$ cat config.mk
export PLATFORM = sky130hd
export DESIGN_NAME = axi_obi_adapter
export DESIGN_NICKNAME = d
export VERILOG_FILES = /design/src/rtl/axi_obi_pkg.sv /design/src/rtl/axi_obi_addr_gen.sv /design/src/rtl/axi_obi_adapter.sv
export SDC_FILE = /design/constraint.sdc
export NUM_CORES = 1
export LEC_CHECK = 0
export CAP_MARGIN = 20
export CORE_MARGIN = 4
export CORE_UTILIZATION = 38
export DETAILED_ROUTE_END_ITERATION = 6
export PLACE_DENSITY = 0.78
export SETUP_SLACK_MARGIN = 0.05
export SLEW_MARGIN = 5
export SYNTH_ARGS = -nofsm -noshare
export SYNTH_HDL_FRONTEND = slang
export SYNTH_HIERARCHICAL = 1
export SYNTH_SLANG_ARGS = --single-unit
export TNS_END_PERCENT = 20
$ cat constraint.sdc
create_clock -name clk_i -period 4.5 [get_ports clk_i]
set_input_delay 0.9 -clock clk_i [delete_from_list [all_inputs] [get_ports clk_i]]
set_output_delay 0.9 -clock clk_i [all_outputs]
set_load 0.005 [all_outputs]
$ cat src/rtl/axi_obi_pkg.sv
// Shared types for the AXI-to-OBI bridge: FSM states, AXI response/burst
// encodings and the axi_32 channel structs used across the interconnect.
package axi_obi_pkg;

    localparam int AXI_ID_WIDTH   = 4;
    localparam int AXI_ADDR_WIDTH = 32;
    localparam int AXI_DATA_WIDTH = 32;
    localparam int AXI_USER_WIDTH = 1;

    localparam logic [1:0] RESP_OKAY   = 2'b00;
    localparam logic [1:0] RESP_SLVERR = 2'b10;

    localparam logic [1:0] BURST_FIXED = 2'b00;
    localparam logic [1:0] BURST_INCR  = 2'b01;
    localparam logic [1:0] BURST_WRAP  = 2'b10;

    typedef enum logic [2:0] {
        IDLE,
        WR_DATA,
        WR_REQ,
        WR_WAIT,
        WR_RESP,
        RD_REQ,
        RD_WAIT,
        RD_RESP
    } state_e;

    typedef struct packed {
        logic [AXI_ID_WIDTH-1:0]   id;
        logic [AXI_ADDR_WIDTH-1:0] addr;
        logic [7:0]                len;
        logic [2:0]                size;
        logic [1:0]                burst;
        logic                      lock;
        logic [3:0]                cache;
        logic [2:0]                prot;
        logic [3:0]                qos;
        logic [3:0]                region;
        logic [5:0]                atop;
        logic [AXI_USER_WIDTH-1:0] user;
    } axi_32_aw_chan_t;

    typedef struct packed {
        logic [AXI_ID_WIDTH-1:0]   id;
        logic [AXI_ADDR_WIDTH-1:0] addr;
        logic [7:0]                len;
        logic [2:0]                size;
        logic [1:0]                burst;
        logic                      lock;
        logic [3:0]                cache;
        logic [2:0]                prot;
        logic [3:0]                qos;
        logic [3:0]                region;
        logic [AXI_USER_WIDTH-1:0] user;
    } axi_32_ar_chan_t;

    typedef struct packed {
        logic [AXI_DATA_WIDTH-1:0]   data;
        logic [AXI_DATA_WIDTH/8-1:0] strb;
        logic                        last;
        logic [AXI_USER_WIDTH-1:0]   user;
    } axi_32_w_chan_t;

    typedef struct packed {
        logic [AXI_ID_WIDTH-1:0]   id;
        logic [1:0]                resp;
        logic [AXI_USER_WIDTH-1:0] user;
    } axi_32_b_chan_t;

    typedef struct packed {
        logic [AXI_ID_WIDTH-1:0]   id;
        logic [AXI_DATA_WIDTH-1:0] data;
        logic [1:0]                resp;
        logic                      last;
        logic [AXI_USER_WIDTH-1:0] user;
    } axi_32_r_chan_t;

    typedef struct packed {
        axi_32_aw_chan_t aw;
        logic            aw_valid;
        axi_32_w_chan_t  w;
        logic            w_valid;
        logic            b_ready;
        axi_32_ar_chan_t ar;
        logic            ar_valid;
        logic            r_ready;
    } axi_32_req_t;

    typedef struct packed {
        logic           aw_ready;
        logic           ar_ready;
        logic           w_ready;
        logic           b_valid;
        axi_32_b_chan_t b;
        logic           r_valid;
        axi_32_r_chan_t r;
    } axi_32_resp_t;

endpackage

$ cat src/rtl/axi_obi_addr_gen.sv
// Next beat address for FIXED/INCR bursts; flags WRAP and reserved bursts,
// which the bridge answers with SLVERR instead of touching OBI.
module axi_obi_addr_gen
    import axi_obi_pkg::*;
#(
    parameter int ADDR_WIDTH = 32
) (
    input  logic [ADDR_WIDTH-1:0] addr_i,
    input  logic [2:0]            size_i,
    input  logic [1:0]            burst_i,
    output logic [ADDR_WIDTH-1:0] next_addr_o,
    output logic                  err_o
);

    // NOTE: every output gets a default before the case, so no latch is inferred.
    always_comb begin
        next_addr_o = addr_i;
        err_o       = 1'b0;
        case (burst_i)
            BURST_FIXED: next_addr_o = addr_i;
            BURST_INCR:  next_addr_o = addr_i + (ADDR_WIDTH'(1) << size_i);
            default:     err_o       = 1'b1;
        endcase
    end

endmodule

$ cat src/rtl/axi_obi_adapter.sv
// AXI4 subordinate to OBI manager bridge: each AXI beat becomes exactly one
// OBI transaction, with a single transaction outstanding at a time.
module axi_obi_adapter
    import axi_obi_pkg::*;
#(
    parameter type axi_req_t  = axi_32_req_t,
    parameter type axi_resp_t = axi_32_resp_t,
    parameter int  DATA_WIDTH = 32,
    parameter int  ADDR_WIDTH = 32
) (
    input  logic                    clk_i,
    input  logic                    rst_i,
    input  axi_req_t                axi_req_i,
    output axi_resp_t               axi_resp_o,
    output logic                    obi_req_o,
    input  logic                    obi_gnt_i,
    input  logic                    obi_rvalid_i,
    output logic                    obi_we_o,
    output logic [DATA_WIDTH/8-1:0] obi_be_o,
    output logic [ADDR_WIDTH-1:0]   obi_addr_o,
    output logic [DATA_WIDTH-1:0]   obi_wdata_o,
    input  logic [DATA_WIDTH-1:0]   obi_rdata_i
);

    state_e                    state;
    logic [ADDR_WIDTH-1:0]     addr_q;
    logic [ADDR_WIDTH-1:0]     next_addr;
    logic [AXI_ID_WIDTH-1:0]   id_q;
    logic [7:0]                len_q;
    logic [7:0]                beat_q;
    logic [2:0]                size_q;
    logic [1:0]                burst_q;
    logic [DATA_WIDTH-1:0]     wdata_q;
    logic [DATA_WIDTH-1:0]     rdata_q;
    logic [DATA_WIDTH/8-1:0]   strb_q;
    logic                      last_was_write;
    logic                      burst_err;
    logic                      idle;
    logic                      take_wr;
    logic                      take_rd;
    logic                      last_beat;
    logic                      unused_req;

    // Only a subset of the request fields matters; the rest is deliberately ignored.
    assign unused_req = ^axi_req_i;

    axi_obi_addr_gen #(
        .ADDR_WIDTH (ADDR_WIDTH)
    ) u_addr_gen (
        .addr_i      (addr_q),
        .size_i      (size_q),
        .burst_i     (burst_q),
        .next_addr_o (next_addr),
        .err_o       (burst_err)
    );

    // Readies are gated by reset so nothing is accepted while it is held.
    assign idle      = (state == IDLE) && !rst_i;
    assign take_wr   = idle && axi_req_i.aw_valid && (!axi_req_i.ar_valid || !last_was_write);
    assign take_rd   = idle && axi_req_i.ar_valid && (!axi_req_i.aw_valid || last_was_write);
    assign last_beat = (beat_q == len_q);

    always_comb begin
        axi_resp_o          = '0;
        axi_resp_o.aw_ready = take_wr;
        axi_resp_o.ar_ready = take_rd;
        axi_resp_o.w_ready  = (state == WR_DATA);
        axi_resp_o.b_valid  = (state == WR_RESP);
        axi_resp_o.b.id     = id_q;
        axi_resp_o.b.resp   = burst_err ? RESP_SLVERR : RESP_OKAY;
        axi_resp_o.r_valid  = (state == RD_RESP);
        axi_resp_o.r.id     = id_q;
        axi_resp_o.r.data   = rdata_q;
        axi_resp_o.r.last   = last_beat;
        axi_resp_o.r.resp   = burst_err ? RESP_SLVERR : RESP_OKAY;
    end

    assign obi_req_o   = (state == WR_REQ) || ((state == RD_REQ) && !burst_err);
    assign obi_we_o    = (state == WR_REQ);
    assign obi_be_o    = obi_we_o ? strb_q : {(DATA_WIDTH/8){1'b1}};
    assign obi_addr_o  = addr_q;
    assign obi_wdata_o = wdata_q;

    // NOTE: sequential state uses non-blocking assignments so every flop samples pre-edge values.
    always_ff @(posedge clk_i or posedge rst_i) begin
        if (rst_i) begin
            state          <= IDLE;
            addr_q         <= '0;
            id_q           <= '0;
            len_q          <= '0;
            beat_q         <= '0;
            size_q         <= '0;
            burst_q        <= '0;
            wdata_q        <= '0;
            rdata_q        <= '0;
            strb_q         <= '0;
            last_was_write <= 1'b0;
        end else begin
            case (state)
                IDLE: begin
                    if (take_wr) begin
                        addr_q         <= axi_req_i.aw.addr;
                        id_q           <= axi_req_i.aw.id;
                        len_q          <= axi_req_i.aw.len;
                        size_q         <= axi_req_i.aw.size;
                        burst_q        <= axi_req_i.aw.burst;
                        beat_q         <= '0;
                        last_was_write <= 1'b1;
                        state          <= WR_DATA;
                    end else if (take_rd) begin
                        addr_q         <= axi_req_i.ar.addr;
                        id_q           <= axi_req_i.ar.id;
                        len_q          <= axi_req_i.ar.len;
                        size_q         <= axi_req_i.ar.size;
                        burst_q        <= axi_req_i.ar.burst;
                        beat_q         <= '0;
                        last_was_write <= 1'b0;
                        state          <= RD_REQ;
                    end
                end
                WR_DATA: begin
                    if (axi_req_i.w_valid) begin
                        wdata_q <= axi_req_i.w.data;
                        strb_q  <= axi_req_i.w.strb;
                        // Unsupported bursts drain W beats without any OBI access.
                        if (!burst_err) begin
                            state <= WR_REQ;
                        end else if (last_beat) begin
                            state <= WR_RESP;
                        end else begin
                            beat_q <= beat_q + 8'd1;
                        end
                    end
                end
                WR_REQ: begin
                    if (obi_gnt_i) state <= WR_WAIT;
                end
                WR_WAIT: begin
                    if (obi_rvalid_i) begin
                        if (last_beat) begin
                            state <= WR_RESP;
                        end else begin
                            addr_q <= next_addr;
                            beat_q <= beat_q + 8'd1;
                            state  <= WR_DATA;
                        end
                    end
                end
                WR_RESP: begin
                    if (axi_req_i.b_ready) state <= IDLE;
                end
                RD_REQ: begin
                    if (burst_err) begin
                        rdata_q <= '0;
                        state   <= RD_RESP;
                    end else if (obi_gnt_i) begin
                        state <= RD_WAIT;
                    end
                end
                RD_WAIT: begin
                    if (obi_rvalid_i) begin
                        rdata_q <= obi_rdata_i;
                        state   <= RD_RESP;
                    end
                end
                RD_RESP: begin
                    if (axi_req_i.r_ready) begin
                        if (last_beat) begin
                            state <= IDLE;
                        end else begin
                            addr_q <= next_addr;
                            beat_q <= beat_q + 8'd1;
                            state  <= RD_REQ;
                        end
                    end
                end
                default: state <= IDLE;
            endcase
        end
    end

endmodule
==> results of run 1 <==
==> cell type report <==
type / count / area (um^2)
inverter: 11 / 46.3
clock inverter: 14 / 203
clock buffer: 17 / 425
timing repair buffer: 300 / 3000
multi-input combinational: 591 / 3700
sequential: 129 / 3230
tap: 234 / 293
fill: 1674 / 7870
==> kinds of logic after synthesis <==
| kind of cell | Yosys count |
|---|---|
| multiplexers | 73 |
| flip-flops | 129 |
| AND/OR/NAND/NOR | 329 |
| AO/OA/AOI/OAI | 137 |
| adder cells (fa/ha/maj) | 10 |
| other | 1 |
| XOR/XNOR | 38 |
| buffers and inverters | 70 |
==> per-layer routing <==
| metal | up-vias | track usage |
|---|---|---|
| li1 | 3220 | - |
| met1 | 3121 | 0.247 |
| met2 | 230 | 0.339 |
| met3 | 20 | 0.0798 |
| met4 | 0 | 0.0579 |
| met5 | - | 0 |
==> synthesized netlist by cell type (8+ instances only) <==
master    number  area (um^2)
xnor2_1       21          184
nor2_1        61          229
nand4_1        9         56.3
dfrtp_1      129         3230
and3_1         8         50.1
nand2_1      187          702
mux2_2        69          777
nand2b_1      11         68.8
a31oi_1       55          344
nand3_1        8         40.0
inv_1          9         33.8
ha_1           9          113
o21ai_0       42          210
buf_2         13         65.1
nor3_1        10         50.1
xor2_1        17          149
buf_4         19          143
clkbuf_1      22         82.6
a21oi_1       13         65.1
==> flip-flops by register name (all words and copies together) (netlist names) <==
signal          flops
obi_addr_o         32
obi_wdata_o        32
rdata_q            32
beat_q              8
len_q               8
id_q                4
strb_q              4
size_q              3
state               3
burst_q             2
last_was_write      1
==> critical path: stages <==
cell and delay, ns:
clkdlybuf4s50_1 0.63, nor4_4 0.07, nand3_2 0.12, clkinv_1 0.41, clkdlybuf4s50_1 0.60
==> per-stage QoR <==
step,cells,hold slack [ns],instance area [um^2],util,worst slack (ns)
5_1_grt,1296,0.505,10900,0.580,0.719
3_5_place_dp,1265,0.469,10300,0.547,0.839
4_1_cts,1296,0.483,10900,0.580,0.840
2_1_floorplan,790,0.460,7280,-,0.159
3_3_place_gp,1265,0.460,10300,0.547,0.870
6_report,1296,0.478,10900,0.580,0.860
==> report_power, final <==
part / switching [W] / internal [W]
Clock: 0.000555 / 0.000935
Combinational: 0.00144 / 0.00197
Sequential: 0.000568 / 0.00173
Total: 0.00256 / 0.00464
==> path summary, 6_finish.rpt <==
check | slack, ns | end | start | cells after the start
setup / recovery | 0.86 | axi_resp_o[50] | rst_i | 5
hold / removal | 0.48 | rdata_q[25] | rdata_q[25] | 2
setup reg to reg | 1.28 | obi_addr_o[28] | size_q[1] | 11
hold reg to reg | 0.48 | rdata_q[25] | rdata_q[25] | 2
max in group asynchronous | 2.65 | rdata_q[25] | rst_i | 3
min in group asynchronous | 1.10 | last_was_write | rst_i | 2
==> flow_summary.yaml, run 1 <==
setup_path:
  cp.arrival_ns: 2.74
  crit_path_end_kind: "output pin"
  crit_fanout: 18
  critical_path_class: "in2out"
  required_ns: 3.60
  cp-start-kind: "input pin"
drt:
  wl_met1_mm: 8.96
  maxUsedRoutingLayer: "met4"
  wl_mm: 21.6
  ant_nets: 0
  post-route-drc-count: 0
  first_pass_iters: 4
  routed-wl-met2_mm: 10.3
  dr_wl_met3_mm: 1.95
  num_vias: 6591
  avgRoutedWirePerCell_um: 16.7
  viasPerCell: 5.09
  drtIter0Drc: 241
yosys:
  synth_xor_area_frac: 0.0458
  syn_area_mm2: 0.00727
  yosysSeqAreaShare: 0.444
  async_flop_share: 1.00
  synth-compound-area-share: 0.115
  yosysWarnings: 6
  muxShareOfSynthArea: 0.113
  synth_flop_cell: "dfrtp_1"
  synth-edff-count: 0
  synthCells: 787
  synth_top_family_by_area: "simple AND/OR/NAND/NOR gates"
  syn_area_per_cell_um2: 9.24
  ys_ff_latch: 129
  yosysUniqueCellTypes: 66
  synthAdderAreaFrac: 0.0182
  synth_simple_gate_area_share: 0.213
clock_network:
  h-tree-depth: 4
  cts_tree: "done"
  cts_max_path_buffers: 2
  cts_buffers: 17
  cts_resized: 0
  worstSkewPairLatency_ns: 0.42
  hold_buffers: 0
  path_clk_slew_ns: 0.06
  cts_sinks: 129
  post_cts_buffers: 0
  cts-root-buf: "clkbuf_16"
layout:
  final_cell_mix: "292 x clkdlybuf4s50_1, 185 x nand2_1, 129 x dfrtp_1, 69 x mux2_2, 61 x nor2_1"
  antenna_cells: 0
  mostFrequentLayoutCell: "clkdlybuf4s50_1"
  drive_gt1_frac: 0.124
  area_growth_pct: 49.8
  fin_nets: 1277
grt:
  track_usage: 0.204
  grt_pass1_vias: 6840
  antenna_found_initial: 0
  gr-total-overflow: 0
  grt_pass1_wl_mm: 35.7
  grt_max_degree: 77
timing:
  rsz0062_at_grt: "false"
  fin_setup_tns_ns: 0
  period_needed_ns: 3.64
  slew_headroom: 0.374
  fin_crit_sh: 0.809
  setup_viol_count_final: 0
  slew_violations: 0
  worst_slew_pin_slew_ns: 0.935
  skew_ns: 0.0179
  finalHoldViolCount: 0
  max_freq_mhz: 275
placed_design:
  routabilityCongestion: 0.880
  post-dp-hpwl_mm: 15.6
  io_buffer_count: 292
hold_path:
  hold_class: "reg2reg"
floorplan:
  dieHeight_um: 146
  boundaryPins: 339
  initial_core_util: 0.387
  die-area_mm2: 0.0214
  core_area_mm2: 0.0188
  num_rows: 50
  fp.dieW_um: 146
flow_run:
  drv_cap: 0
power_and_ir_drop:
  p_per_area_mw_per_mm2: 661
  p_leak_nw: 4.54
  ir_drop_v: 0.000325
  p_total_w: 0.00720
outcome:
  status: "completed"
Note: power is estimated with default switching activity, not from simulation.
==> inputs of run 2 (changes only) <==
==> constraint.sdc (replaced) <==
create_clock -name clk_i -period 3.1 [get_ports clk_i]
set_input_delay 0.62 -clock clk_i [delete_from_list [all_inputs] [get_ports clk_i]]
set_output_delay 0.62 -clock clk_i [all_outputs]
set_load 0.005 [all_outputs]
==> run 2 against run 1 <==
  * Clock power increased by 34%
  * Sequential power increased by 42%
  * Critical path depth decreased by 2
  * Flip-flop and latch count unchanged
  * Routed wire length decreased by 1.1%
  * Utilization increased by 0.33 points
  * Register-to-register slack got worse by 1.0 ns
  * Via count increased by 1.7%
  * Die area unchanged
  * First-iteration DRC count increased by 35%
  * Highest routed layer unchanged
==> flow_summary.yaml, run 2 (synthesis results as in run 1) <==
outcome:
  status: "completed"
drt:
  viasPerCell: 5.12
  drtIter0Drc: 325
  ant_nets: 0
  num_vias: 6700
  post-route-drc-count: 0
  wl_mm: 21.4
  first_pass_iters: 5
  avgRoutedWirePerCell_um: 16.4
grt:
  track_usage: 0.199
  grt_pass1_vias: 6824
  grt_max_degree: 130
  grt_pass1_wl_mm: 34.7
  antenna_found_initial: 0
  gr-total-overflow: 0
floorplan:
  dieHeight_um: 146
  initial_core_util: 0.387
  boundaryPins: 339
  die-area_mm2: 0.0214
  num_rows: 50
  core_area_mm2: 0.0188
  fp.dieW_um: 146
power_and_ir_drop:
  netSwitchingFraction: 0.364
  p_per_area_mw_per_mm2: 949
  p_total_w: 0.0104
  internal_power_w: 0.00661
  pwr-share-seq: 0.315
  p_sw_w: 0.00378
  power.share.clock: 0.192
  pwr-share-comb: 0.493
  ir_drop_v: 0.000461
  p_leak_nw: 4.57
setup_path:
  crit_path_end_kind: "output pin"
  cp-start-kind: "flip-flop"
  cp.arrival_ns: 2.28
  crit_fanout: 15
  required_ns: 2.48
  worst-r2r-cell-count: 11
  critical_path_class: "reg2out"
clock_network:
  cts_tree: "done"
  cts_max_path_buffers: 2
  cts_buffers: 17
  cts-root-buf: "clkbuf_16"
  path_clk_slew_ns: 0.07
  cts_sinks: 129
  h-tree-depth: 4
  worstSkewPairLatency_ns: 0.42
timing:
  rsz0062_at_grt: "false"
  finalHoldViolCount: 0
  fin_ws_ns: 0.202
  period_needed_ns: 2.90
  worst_slew_pin_slew_ns: 0.769
  fin_crit_sh: 0.935
  skew_ns: 0.0121
  max_freq_mhz: 345
  slew_violations: 0
  slew_headroom: 0.487
  setup_viol_count_final: 0
  fin_setup_tns_ns: 0
placed_design:
  routabilityCongestion: 0.841
  pre_cts_ws_ns: 0.210
  post-dp-hpwl_mm: 15.3
  io_buffer_count: 292
layout:
  utilization: 0.584
  final_cell_mix: "292 x clkdlybuf4s50_1, 185 x nand2_1, 126 x dfrtp_1, 69 x mux2_2, 61 x nor2_1"
  antenna_cells: 0
  mostFrequentLayoutCell: "clkdlybuf4s50_1"
  nFillCells: 1662
  fin_nets: 1288
  register_area_mm2: 0.00323
  area_growth_pct: 50.7
  drive_gt1_frac: 0.139
  multi_input_area_mm2: 0.00371
flow_run:
  drv_cap: 0
hold_path:
  min_path_cells: 2
  hold_class: "reg2reg"
[run 2: cell count changes in the layout (fill, tap and decap cells not counted), sizes merged]
cell | before | now
buf | 8 | 19
clkinvlp | 1 | 3
clkbuf | 17 | 18
bufinv | 4 | 1
inv | 15 | 16
[run 2: stage by stage]
step,area [um^2],instances,hold WS [ns]
6_report,11000,1308,0.477
3_3_place_gp,10400,1276,0.460
5_1_grt,11000,1308,0.509
2_1_floorplan,7290,790,0.460
4_1_cts,10900,1308,0.482
3_5_place_dp,10400,1276,0.469
[run 2: power by group through the flow]
stage               logic (W)  clock network (W)  registers [W]
floorplan             0.00287                  0        0.00316
global placement      0.00505                  0        0.00325
detailed placement    0.00514                  0        0.00329
CTS                   0.00517            0.00205        0.00327
global route          0.00564            0.00212        0.00341
finish                0.00512            0.00200        0.00327
[run 2: cell type report]
class,count,share of cell area
multi-input combinational,591,0.339
sequential,129,0.295
timing repair buffer,311,0.282
clock buffer,18,0.0401
tap,234,0.0267
clock inverter,14,0.0131
inverter,11,0.00411
[run 2: worst paths after layout]
| check | slack [ns] | start | endpoint |
|---|---|---|---|
| min reg2reg | 0.48 | rdata_q[29] | rdata_q[29] |
| min in group asynchronous | 0.81 | rst_i | state[2] |
| max in group asynchronous | 1.65 | rst_i | obi_addr_o[20] |
| max | 0.20 | state[0] | obi_req_o |
| min | 0.48 | rdata_q[29] | rdata_q[29] |
| max reg2reg | 0.28 | size_q[2] | obi_addr_o[27] |
[run 2: critical path, stage by stage, from the launching register on]
cell and delay (ns):
dfrtp_1 0.69, nor4bb_1 0.48, or2_2 0.19, clkdlybuf4s50_1 0.52
[run 2: repair_timing]
| action | 4_1_cts | 5_1_grt |
|---|---|---|
| setup endpoints to repair | 0 | 11 |
| buffers inserted | 0 | 0 |
| resized for setup | 0 | 5 |
| hold buffers | 0 | 0 |
[run 2: per-layer routing]
metal | GRT usage | wire (um) | up-vias
met4 | 0.0654 | 393 | 0
met1 | 0.238 | 8770 | 3179
met3 | 0.0819 | 2040 | 23
met2 | 0.327 | 10200 | 246
met5 | 0 | 0 | -
li1 | - | - | 3252
==> inputs of run 3 (changes only) <==
--- a/config.mk
+++ b/config.mk
@@ -16,4 +16,4 @@
 export SYNTH_HDL_FRONTEND = slang
 export SYNTH_HIERARCHICAL = 1
 export SYNTH_SLANG_ARGS = --single-unit
-export TNS_END_PERCENT = 20
+export TNS_END_PERCENT = 50
==> results of run 3 <==
No change in the layout: final DEF, timing and power equal those of run 2.
